--- src/rtl/seven_seg_scan.sv ---
// seven_seg_scan: four-digit multiplexed seven-segment driver with per-slot blanking.
// Optional SEVSEG_HEXDEC_EN adds hex decode for digit words with bit15 set.
module seven_seg_scan #(
    parameter int DIV   = 2000,
    parameter int BLANK = 16
) (
    input  logic        clk,
    input  logic        reset,
    input  logic        we,
    input  logic [1:0]  addr,
    input  logic [15:0] din,
    output logic [15:0] dout,
    output logic        A, B, C, D, E, F, G, H, I,
    output logic        DP,
    output logic        CC1, CC2, CC3, CC4
);
    localparam logic [0:0] DARK = 1'b0;
    localparam logic [0:0] LIT  = 1'b1;
    logic [15:0] digit [4];
    logic [15:0] cnt;
    logic [1:0]  idx;
    logic [0:0]  state;
    logic [15:0] cur;
    logic [8:0]  seg, seg_q;
    logic [3:0]  cc_q;
    logic        dp_q, wrap;
    logic        unused;
    assign wrap   = cnt == 16'(DIV - 1);
    assign cur    = digit[idx];
    assign dout   = digit[addr];
    assign unused = ^{cur[14:10], cur[15]};
`ifdef SEVSEG_HEXDEC_EN
    localparam logic [6:0] HEX [16] = '{
        7'h3f, 7'h06, 7'h5b, 7'h4f, 7'h66, 7'h6d, 7'h7d, 7'h07,
        7'h7f, 7'h6f, 7'h77, 7'h7c, 7'h39, 7'h5e, 7'h79, 7'h71
    };
    assign seg = cur[15] ? {2'b00, HEX[cur[3:0]]} : cur[8:0];
`else
    assign seg = cur[8:0];
`endif
    // State tracks the counter value so the registered outputs lag it by one clock.
    always_ff @(posedge clk or posedge reset) begin
        if (reset) begin
            for (int k = 0; k < 4; k++) digit[k] <= '0;
            cnt   <= '0;
            idx   <= '0;
            state <= DARK;
            seg_q <= '0;
            dp_q  <= 1'b0;
            cc_q  <= 4'hf;
        end else begin
            if (we) digit[addr] <= din;
            cnt   <= wrap ? '0 : cnt + 16'd1;
            idx   <= wrap ? idx + 2'd1 : idx;
            state <= wrap ? DARK : (cnt == 16'(BLANK - 1)) ? LIT : state;
            seg_q <= (state == LIT) ? seg : '0;
            dp_q  <= (state == LIT) && cur[9];
            cc_q  <= (state == LIT) ? ~(4'b0001 << idx) : 4'hf;
        end
    end
    assign {I, H, G, F, E, D, C, B, A} = seg_q;
    assign DP = dp_q;
    assign {CC4, CC3, CC2, CC1} = cc_q;
endmodule

--- config.mk ---
export PLATFORM = sky130hd
export DESIGN_NAME = seven_seg_scan
export DESIGN_NICKNAME = d
export VERILOG_FILES = /design/src/rtl/seven_seg_scan.sv
export SDC_FILE = /design/constraint.sdc
export NUM_CORES = 1
export LEC_CHECK = 0
export BUFFER_PORTS_ARGS = -buffer_cell sky130_fd_sc_hd__buf_2
export CAP_MARGIN = 20
export CORE_UTILIZATION = 25
export CTS_CLUSTER_SIZE = 30
export DETAILED_ROUTE_END_ITERATION = 12
export PLACE_DENSITY = 0.38
export SYNTH_ARGS = -nofsm -noshare
export SYNTH_HDL_FRONTEND = slang
export SYNTH_SLANG_ARGS = --single-unit
--- constraint.sdc ---
create_clock -name clk -period 4.1 [get_ports clk]
set_input_delay 0.41 -clock clk [delete_from_list [all_inputs] [get_ports clk]]
set_output_delay 0.41 -clock clk [all_outputs]
set_load 0.005 [all_outputs]
; Yosys cells after proc, flatten, opt, wreduce, memory -nomap -nowiden
; Index checks and enable logic that the tools add are counted.
[word_totals]
input_bits = 21
ff_bits = 97
[op_classes]
reduce_logical = 3
bitwise_logic = 3
shifts = 1
magnitude_cmp = 3
muxes = 14
eq_ne = 2
n_addsub = 2
[op_table]
columns = cell, n
row1 = 16-bit binary-select mux with 2-bit select, 2
row2 = 64-bit bitwise mux, 1
row3 = 16-bit two-way mux, 4
row4 = 16-bit demux with 2-bit select, 1
row5 = 10-bit two-way mux, 2
row6 = "16-bit by 1-bit adder with 16-bit output, second input constant", 1
row7 = "16-bit by 11-bit equality test with 1-bit output, second input constant", 1
row8 = "16-bit by 4-bit equality test with 1-bit output, second input constant", 1
row9 = 9-bit two-way mux, 1
row10 = "3-bit >= comparator, second input constant", 2
row11 = 2-bit NOT with 3-bit output, 2
row12 = 4-bit two-way mux, 1
row13 = 4-bit NOT, 1
row14 = "1-bit by 2-bit << shifter with 4-bit output, first input constant", 1
row15 = "3-bit by 1-bit less-than comparator with 1-bit output, second input constant", 1
row16 = "2-bit by 1-bit adder with 2-bit output, second input constant", 1
row17 = 1-bit logical AND, 2
row18 = 1-bit two-way mux, 2
row19 = 2-bit nonzero test, 1

; Logic depth before layout (Yosys ltp)
; Gate-level depths: netlist (run 1).
[logic_depth]
ltp_word = 6
depth_mapped = 5
ltp_nobuf = 4

; Worst setup path after synthesis (run 1)
; Ideal clock, no wire load.
[synth_timing]
kind = input port to output port
startpoint = input port addr[1]
endpoint = output port dout[10]
arrival_time_ns = 1.488
stages = 3
path_slack_ns = 2.202
required_time_ns = 3.690
path_cell_list = buf_2 > buf_2 > mux4_2
[synth_via]
elab_chain_cells = 4
[synth_rtl]
columns = item, line_no
row1 = "start, declared", 10  ; input logic [1:0] addr,
row2 = 2-bit NOT with 3-bit output (implied by the code), 30  ; assign dout = digit[addr];
row3 = 16-bit binary-select mux with 2-bit select, 30
row4 = 16-bit two-way mux (implied by the code) (2 in series), 30
row5 = "end, declared", 12  ; output logic [15:0] dout,
; No other way between the ends. The select of a mux whose other input is x is not followed.

; Worst setup path in the final report (run 1)
[layout_timing]
startpoint = register cnt[11]
endpoint = register idx[1]
[layout_via]
elab_chain_cells = 1
[layout_rtl]
columns = item, line_no
row1 = "start, declared", 20  ; logic [15:0] cnt;
row2 = "start signal, assigned", 53  ; cnt <= wrap ? '0 : cnt + 16'd1;
row3 = 16-bit by 11-bit equality test with 1-bit output, 28  ; assign wrap = cnt == 16'(DIV - 1);
row4 = "end signal, assigned", 54  ; idx <= wrap ? idx + 2'd1 : idx;
row5 = "end, declared", 21  ; logic [1:0] idx;
; No other way between the ends.
; A chain may end at the register's enable or synchronous reset.

==> results of run 1 <==
[stage by stage]
| stage | util, % | area [um2] |
|---|---|---|
| finish | 29.9 | 5150 |
| floorplan | - | 4400 |
| CTS | 29.8 | 5140 |
| global route | 29.9 | 5150 |
| detailed placement | 28.3 | 4870 |
| global placement | 28.3 | 4870 |
[synthesized netlist by cell type (2+ instances only)]
library cell / number / area share [%]
inv_1: 3 / 0.26
o31ai_1: 2 / 0.34
nand3_1: 6 / 0.68
nand3b_1: 2 / 0.34
nor2_1: 4 / 0.34
ha_1: 5 / 1.4
nand2_1: 10 / 0.85
a21oi_1: 5 / 0.57
nand4_1: 4 / 0.57
clkbuf_1: 3 / 0.26
dfstp_2: 4 / 2.4
mux4_2: 26 / 13
nor4_1: 5 / 0.71
or3_1: 3 / 0.43
dfrtp_1: 93 / 53
or4_1: 3 / 0.51
o21ai_0: 3 / 0.34
and2_1: 10 / 1.4
mux2_2: 65 / 17
xor2_1: 9 / 1.8
buf_2: 8 / 0.91
[worst paths after layout]
path / startpoint / end / slack [ns] / cells past startpoint
setup / recovery: cnt[11] / idx[1] / 1.89 / 3
hold / removal: reset / digit[60] / 0.28 / 2
setup reg to reg: cnt[11] / idx[1] / 1.89 / 3
hold reg to reg: cnt[0] / cnt[0] / 0.46 / 1
max in group asynchronous: reset / cc_q[3] / 2.83 / 3
min in group clk: din[3] / digit[3] / 0.34 / 2
[critical path: cells and delay by family (launching register included)]
family / cells / cell delay [ns]
muxes: 1 / 0.40
and+or+nand+nor: 2 / 1.24
DFF: 1 / 0.45
[layout by cell type, fill, tap and decap left out, types with 2 or more instances in the layout]
cell type,instances
clkbuf_1,3
dfrtp_1,93
or4_1,3
buf_2,50
mux2_2,65
nand4_1,4
buf_4,3
ha_1,5
nor4_1,5
mux4_2,26
clkbuf_16,9
nand3b_1,2
nand2_1,10
o31ai_1,2
clkinvlp_4,2
dfstp_2,4
nor2_1,4
xor2_1,9
or3_1,3
o21ai_0,3
nand3_1,6
a21oi_1,5
inv_1,2
and2_1,10
[layout make-up]
type / instances / area (um2) / share of cell area, %
clock buffers: 13 / 250 / 4.85
diodes: 1 / 2.50 / 0.0485
flip-flops and latches: 97 / 2430 / 47.2
clock inverters: 2 / 15.0 / 0.291
multi-input cells: 171 / 1870 / 36.3
repair buffers: 54 / 288 / 5.58
well taps: 225 / 282 / 5.46
inverters: 3 / 13.8 / 0.267
[state kept, by name, summed over array words and instances, names as in the netlist]
signal and flops:
DP 1, digit 64, seg_q 9, state 1, cc_q 4, idx 2
cnt 16
[cell families after synthesis]
family / after synthesis / share of synthesized area, %
adder cells (fa/ha/maj): 5 / 1.42
flip-flops: 97 / 55.3
AO/OA/AOI/OAI: 11 / 1.48
multiplexers: 91 / 29.9
buffers and inverters: 18 / 2.33
AND/OR/NAND/NOR: 54 / 7.56
XOR/XNOR: 10 / 1.99
[power breakdown]
group	total (mW)	switching (mW)	internal, mW
Clock	0.779	0.354	0.426
Combinational	0.359	0.132	0.228
Sequential	1.17	0.0759	1.10
[routing by layer]
| metal | track usage [%] | vias to the layer above |
|---|---|---|
| met5 | 0 | - |
| met4 | 5.24 | 0 |
| met3 | 2.82 | 10 |
| met2 | 17.8 | 39 |
| met1 | 16.1 | 1327 |
| li1 | - | 1161 |
==> flow_metrics.tcl, run 1 <==
set metrics [dict create \
    critPathKind "reg -> reg" \
    p_total_mw 2.31 \
    power.density_nw_per_um2 448 \
    drive_gt1_share_pct 49.1 \
    numCtsBuffers 9 \
    root_buffer "clkbuf_16" \
    irDropWorstVdd_mv 0.209 \
    ys.flop_type "dfrtp_1" \
    wl_met3_um 354 \
    gp_congestion 0.701 \
    dp_cells 549 \
    cts_tree "yes" \
    seq_area_frac_synth_pct 55.3 \
    power_leakage_nw 2.13 \
    start_kind "flip-flop" \
    grt_pass1_wl_mm 15.8 \
    min_period_ns 2.21 \
    wl_met2_mm 4.43 \
    synth_nets 312 \
    die_w_um 135 \
    skew_ns 0.00607 \
    required_ns 4.33 \
    area_growth_pct 17.1 \
    cts_max_path_buffers 2 \
    slowest_stage "nor4_4" \
    cts_sinks 97 \
    highest_layer "met4" \
    row_count 48 \
    via_count 2537 \
    synth.distinct_cells 34 \
    die_height_um 135 \
    drv_cap 0 \
    ant_nets 0 \
    drt-initial-drc-count 92 \
    clk_transition_reported_paths_ns 0.06 \
    postSynthAreaPerCell_um2 15.4 \
    via_per_inst 4.48 \
    clk_latency_ns 0.34 \
    num-nets-final 362 \
    stdcell_count 566 \
    path_max_fanout 12 \
    hold_violations 0 \
    status "completed" \
    dp.final_hpwl_mm 6.17 \
    core_um2 17200 \
    die_area_um2 18100 \
    io_pins 51 \
    cts_hold_buf 0 \
    wl_met1_mm 4.59 \
    hold-worst-slack_ns 0.276 \
    fillers 1729 \
    grt_overflow 0 \
    dr.pass1.iters 6 \
    synth_edf_count 0 \
    cts_setup_buffers 0 \
    wl_per_cell_um 16.9 \
    worstPathArrival_ns 2.44 \
    worst_slew_pin_slew_ns 0.951 \
    htreeDepth 3 \
    grt_pass1_vias 2717 \
    drt-total-wl_mm 9.57 \
    relSlewSlack_pct 36.6 \
    final.setup.tns_ns 0 \
    cp_cell_sequence "or4_4 -> nor4_4 -> mux2_2" \
    finalWorstSetupSlack_ns 1.89 \
    start_util_pct 25.5 \
    hold_class "in -> async" \
    setup_viol 0 \
    asyncSetResetFlopFracSynth_pct 100 \
    ys_warn_count 0 \
    pre_cts_slack_ns 1.56 \
    netlist_instances 286 \
    max_freq_ghz 0.452 \
    syn-cell-area_um2 4400 \
    cts_resized 0 \
    antenna_found_initial 1 \
    critPathCaptureType "flip-flop" \
    rsz0062_at_grt "no" \
    slowest_delay_ns 0.66 \
    grt_util_all_layers_pct 11.8 \
    grt_max_degree 73 \
    slew_viol_final 0 \
    io_buffers 50 \
    yosys_register_bits 97 \
    fin_crit_sh_pct 54.0 \
    drc 0 \
]
No activity file was read; power rests on OpenSTA's default activity.
==> run 2, diff against run 1 <==
PLACE_DENSITY = 0.39   (was 0.38)
clock period = 1.97 ns   (was 4.1 ns; I/O delays follow)
==> flow_metrics.tcl, run 2 (same netlist as run 1, synthesis figures left out) <==
set metrics [dict create \
    reg2regPathDepth 4 \
    required_ns 2.21 \
    use_met2_pct 19.3 \
    clk_transition_reported_paths_ns 0.07 \
    reg2reg_from "cnt[13]" \
    slew_viol_final 0 \
    relSlewSlack_pct 63.8 \
    dp.final_hpwl_mm 6.98 \
    placed_area_um2 5090 \
    cts_tree "yes" \
    path_max_fanout 8 \
    core_um2 17200 \
    power.density_nw_per_um2 927 \
    busiest_layer "met2" \
    grt_max_degree 31 \
    die_w_um 135 \
    drt-initial-drc-count 102 \
    cts_max_path_buffers 2 \
    drv_cap 0 \
    cts_sinks 97 \
    worstPathArrival_ns 2.11 \
    drt-total-wl_mm 10.0 \
    dp_cells 571 \
    antenna_found_initial 0 \
    start_util_pct 25.5 \
    drc 0 \
    wl_per_cell_um 17.0 \
    gp_congestion 0.690 \
    htreeDepth 3 \
    die_area_um2 18100 \
    io_pins 51 \
    cts_setup_buffers 0 \
    largest_reg_flops 64 \
    max_freq_ghz 0.534 \
    pre_cts_slack_ns 0.107 \
    num_antenna_cells 0 \
    reg2reg_slack_ns 0.1 \
    grt_overflow 0 \
    clk_latency_ns 0.34 \
    num-nets-final 384 \
    grt_pass1_wl_mm 16.2 \
    via_per_inst 4.44 \
    final_common_cell "dfrtp_1" \
    power_leakage_nw 2.28 \
    critPathCaptureType "flip-flop" \
    via_count 2610 \
    finalWorstSetupSlack_ns 0.0988 \
    grt_pass1_vias 2771 \
    irDropWorstVdd_mv 0.583 \
    io_buffers 50 \
    critPathKind "reg -> reg" \
    whs_path_depth 2 \
    layout_common_cells "dfrtp_1 (93), mux2_2 (65), buf_2 (50), mux4_2 (26), buf_4 (21)" \
    regMostFlops "digit" \
    dr.pass1.iters 4 \
    worst_slew_pin_slew_ns 0.543 \
    start_kind "flip-flop" \
    min_to "digit[30]" \
    reg.largest.list "digit (64), cnt (16), seg_q (9)" \
    hp-start "din[14]" \
    area_growth_pct 23.0 \
    drive_gt1_share_pct 52.9 \
    hold_class "in -> reg" \
    grt_util_met3_pct 3.87 \
    skew_ns 0.00671 \
    status "completed" \
    die_height_um 135 \
    hold_violations 0 \
    rsz0062_at_grt "no" \
    r2r_end "cnt[1]" \
    setup_viol 0 \
    numCtsBuffers 9 \
    met1_usage_pct 16.0 \
    fin_crit_sh_pct 95.0 \
    min_period_ns 1.87 \
    ant_nets 0 \
    finish.instance_area_um2 5410 \
    p_total_mw 5.02 \
    grt_util_all_layers_pct 12.2 \
    root_buffer "clkbuf_16" \
    stdcell_count 588 \
    row_count 48 \
    final.setup.tns_ns 0 \
]
[run 2: changes by cell type in the layout (fill, tap and decap cells not counted), sizes merged]
cell         delta
buf            +21
clkbuf          +2
clkinv          +1
clkinvlp        -1
diode           -1
dlygate4sd3     +1
inv             -1
[run 2: critical path, stage by stage, from the launching register on]
cell and delay [ns]:
dfrtp_1 0.41, or3_2 0.54, nor4_4 0.37, buf_4 0.22, and2b_2 0.22
[run 2: through the flow]
| step | hold slack, ns | utilization (%) |
|---|---|---|
| floorplan | 0.348 | - |
| global placement | 0.274 | 29.5 |
| detailed placement | 0.277 | 29.5 |
| CTS | 0.109 | 31.4 |
| global route | 0.118 | 31.4 |
| finish | 0.127 | 31.4 |
[run 2: worst max path at each step]
stage	slack, ns	end	depth (start not counted)	startpoint
floorplan	0.21	idx[1]	3	cnt[11]
global placement	0.13	cnt[1]	4	cnt[13]
detailed placement	0.11	cnt[1]	4	cnt[13]
CTS	0.09	cnt[1]	4	cnt[13]
global route	0.01	cnt[1]	4	cnt[13]
finish	0.1	cnt[1]	4	cnt[13]
[run 2: area by class of cell]
class                           instances  area (um2)
Fill cell                            1755       11800
Inverter                                3        15.0
Multi-Input combinational cell        171        1870
Timing Repair Buffer                   76         498
Tap cell                              225         282
Clock inverter                          1        5.00
Clock buffer                           15         308
Sequential cell                        97        2430
[run 2: metal layers]
layer  share of wire, %  vias up  wire length, um
met5                  0        -                0
met2                 48       46             4760
li1                   -     1207                -
met4                1.2        0              123
met1                 47     1350             4700
met3                4.3        7              434
[run 2: what timing repair did]
| item | 4_1_cts | 5_1_grt |
|---|---|---|
| hold endpoints to repair | 17 | 0 |
| hold buffers | 1 | 0 |
| gates resized for setup | 0 | 0 |
[run 2: where the power goes]
group          switching, mW  internal (mW)  leakage (nW)
sequential             0.157           2.28          1.16
clock                  0.741           1.06         0.158
combinational          0.279          0.497         0.959
total                   1.18           3.84          2.28
==> run 3, diff against run 2 <==
SLEW_MARGIN = 10   (was not set)
clock period = 1.5 ns   (was 1.97 ns; I/O delays follow)
==> flow_metrics.tcl, run 3 (same netlist as run 1, synthesis figures left out) <==
set metrics [dict create \
    via_per_inst 4.36 \
    wl_per_cell_um 16.0 \
    numCtsBuffers 9 \
    grt_pass1_vias 2867 \
    hold_class "in -> reg" \
    cts_tree "yes" \
    hold-worst-slack_ns 0.0807 \
    min_period_ns 1.76 \
    required_ns 1.73 \
    start_kind "flip-flop" \
    critPathCaptureType "flip-flop" \
    die_height_um 135 \
    row_count 48 \
    rsz0062_at_grt "yes" \
    hold_violations 0 \
    die_area_um2 18100 \
    area_growth_pct 29.7 \
    power.density_nw_per_um2 1200 \
    finalWorstSetupSlack_ns -0.262 \
    core_um2 17200 \
    grt_overflow 0 \
    cts_max_path_buffers 2 \
    layout_common_cells "dfrtp_1 (93), mux2_2 (64), buf_4 (52), buf_2 (48), mux4_2 (26)" \
    io_pins 51 \
    reg2regPathDepth 4 \
    die_w_um 135 \
    htreeDepth 3 \
    dp.final_hpwl_mm 6.67 \
    cp_cell_sequence "or4_4 -> nor4_4 -> buf_4 -> mux2_4" \
    fin_crit_sh_pct 117 \
    setup_viol 14 \
    drv_cap 0 \
    irDropWorstVdd_mv 0.553 \
    max_freq_ghz 0.567 \
    grt_max_degree 98 \
    grt_util_all_layers_pct 11.8 \
    worstPathArrival_ns 1.99 \
    fillers 1737 \
    grt_pass1_wl_mm 15.8 \
    status "finished with violations" \
    ant_nets 0 \
    worst_slew_pin_slew_ns 0.538 \
    critPathKind "reg -> reg" \
    cts_sinks 97 \
    final_common_cell "dfrtp_1" \
    skew_ns 0.00985 \
    io_buffers 50 \
    slowest_delay_ns 0.56 \
    relSlewSlack_pct 64.1 \
    reg.largest.list "digit (64), cnt (16), seg_q (9)" \
    multi_input_area_um2 1910 \
    whs_path_depth 2 \
    path_max_fanout 5 \
    gp_congestion 0.682 \
    clk_latency_ns 0.34 \
    dr.pass1.iters 4 \
    seqCellArea_um2 2430 \
    regMostFlops "digit" \
    root_buffer "clkbuf_16" \
    reg2reg_slack_ns -0.26 \
    num-nets-final 415 \
    antenna_found_initial 3 \
    drt-total-wl_mm 9.91 \
    power_leakage_nw 2.43 \
    largest_reg_flops 64 \
    drt-initial-drc-count 113 \
    clk_transition_reported_paths_ns 0.07 \
    slowest_stage "or4_4" \
    via_count 2701 \
    drive_gt1_share_pct 58.6 \
    start_util_pct 25.5 \
    violations "negative setup slack" \
    drc 0 \
    slew_viol_final 0 \
    pre_cts_slack_ns -0.340 \
    final.setup.tns_ns -2.33 \
]
[run 3: cell count changes in the layout (fill, tap and decap cells not counted), sizes merged]
cell      before  now
buf           75  106
clkbuf        15   11
bufinv         0    2
inv            2    4
clkinv         1    0
clkinvlp       1    2
diode          0    1
[run 3: layer usage]
metal  up-vias  GRT usage, %  wire length [um]
li1       1267             -                 -
met1      1375          14.5              4400
met2        41          19.2              4760
met3        14          3.87               537
met4         4          4.87               164
met5         -             0                36
[run 3: final timing paths]
kind                            startpoint   endpoint
max in group asynchronous            reset    cc_q[0]
worst max register to register      cnt[5]     idx[1]
worst min register to register   digit[44]  digit[44]
min in group asynchronous            reset  digit[31]
worst max-delay path                cnt[5]     idx[1]
worst min-delay path               din[14]  digit[62]
[run 3: repair_timing]
action,4_1_cts,5_1_grt
hold endpoints to repair,77,0
endpoints found under the setup margin,22,31
pin swaps,2,1
gates resized for setup,2,6
hold buffers,1,0
buffers inserted,13,4
[run 3: power breakdown]
group	internal (mW)	total, mW	switching (mW)
sequential	2.99	3.18	0.190
clock	1.52	2.54	1.01
combinational	0.750	1.15	0.396
[run 3: cell type report]
| cell class | count | share of cell area (%) |
|---|---|---|
| Tap cell | 225 | 4.93 |
| Sequential cell | 97 | 42.6 |
| Clock inverter | 5 | 1.49 |
| Timing Repair Buffer | 107 | 12.9 |
| Clock buffer | 11 | 4.25 |
| Multi-Input combinational cell | 171 | 33.5 |
| Antenna cell | 1 | 0.0438 |
| Inverter | 3 | 0.263 |
[run 3: metrics by stage]
| step | instance area [um2] | std cells | util, % | total power, mW |
|---|---|---|---|---|
| 4_1_cts | 5650 | 615 | 32.8 | 6.98 |
| 2_1_floorplan | 4420 | 286 | - | 3.87 |
| 5_1_grt | 5710 | 619 | 33.1 | 7.23 |
| 6_report | 5710 | 620 | 33.1 | 6.87 |
| 3_3_place_gp | 5200 | 585 | 30.2 | 4.26 |
| 3_5_place_dp | 5200 | 585 | 30.2 | 4.28 |
[run 3: worst max-delay path: cells and delay by family, from the launching register on]
family | cells | cell delay, ns
flip-flops | 1 | 0.37
buffers and inverters | 1 | 0.18
multiplexers | 1 | 0.29
AND/OR/NAND/NOR | 2 | 0.81
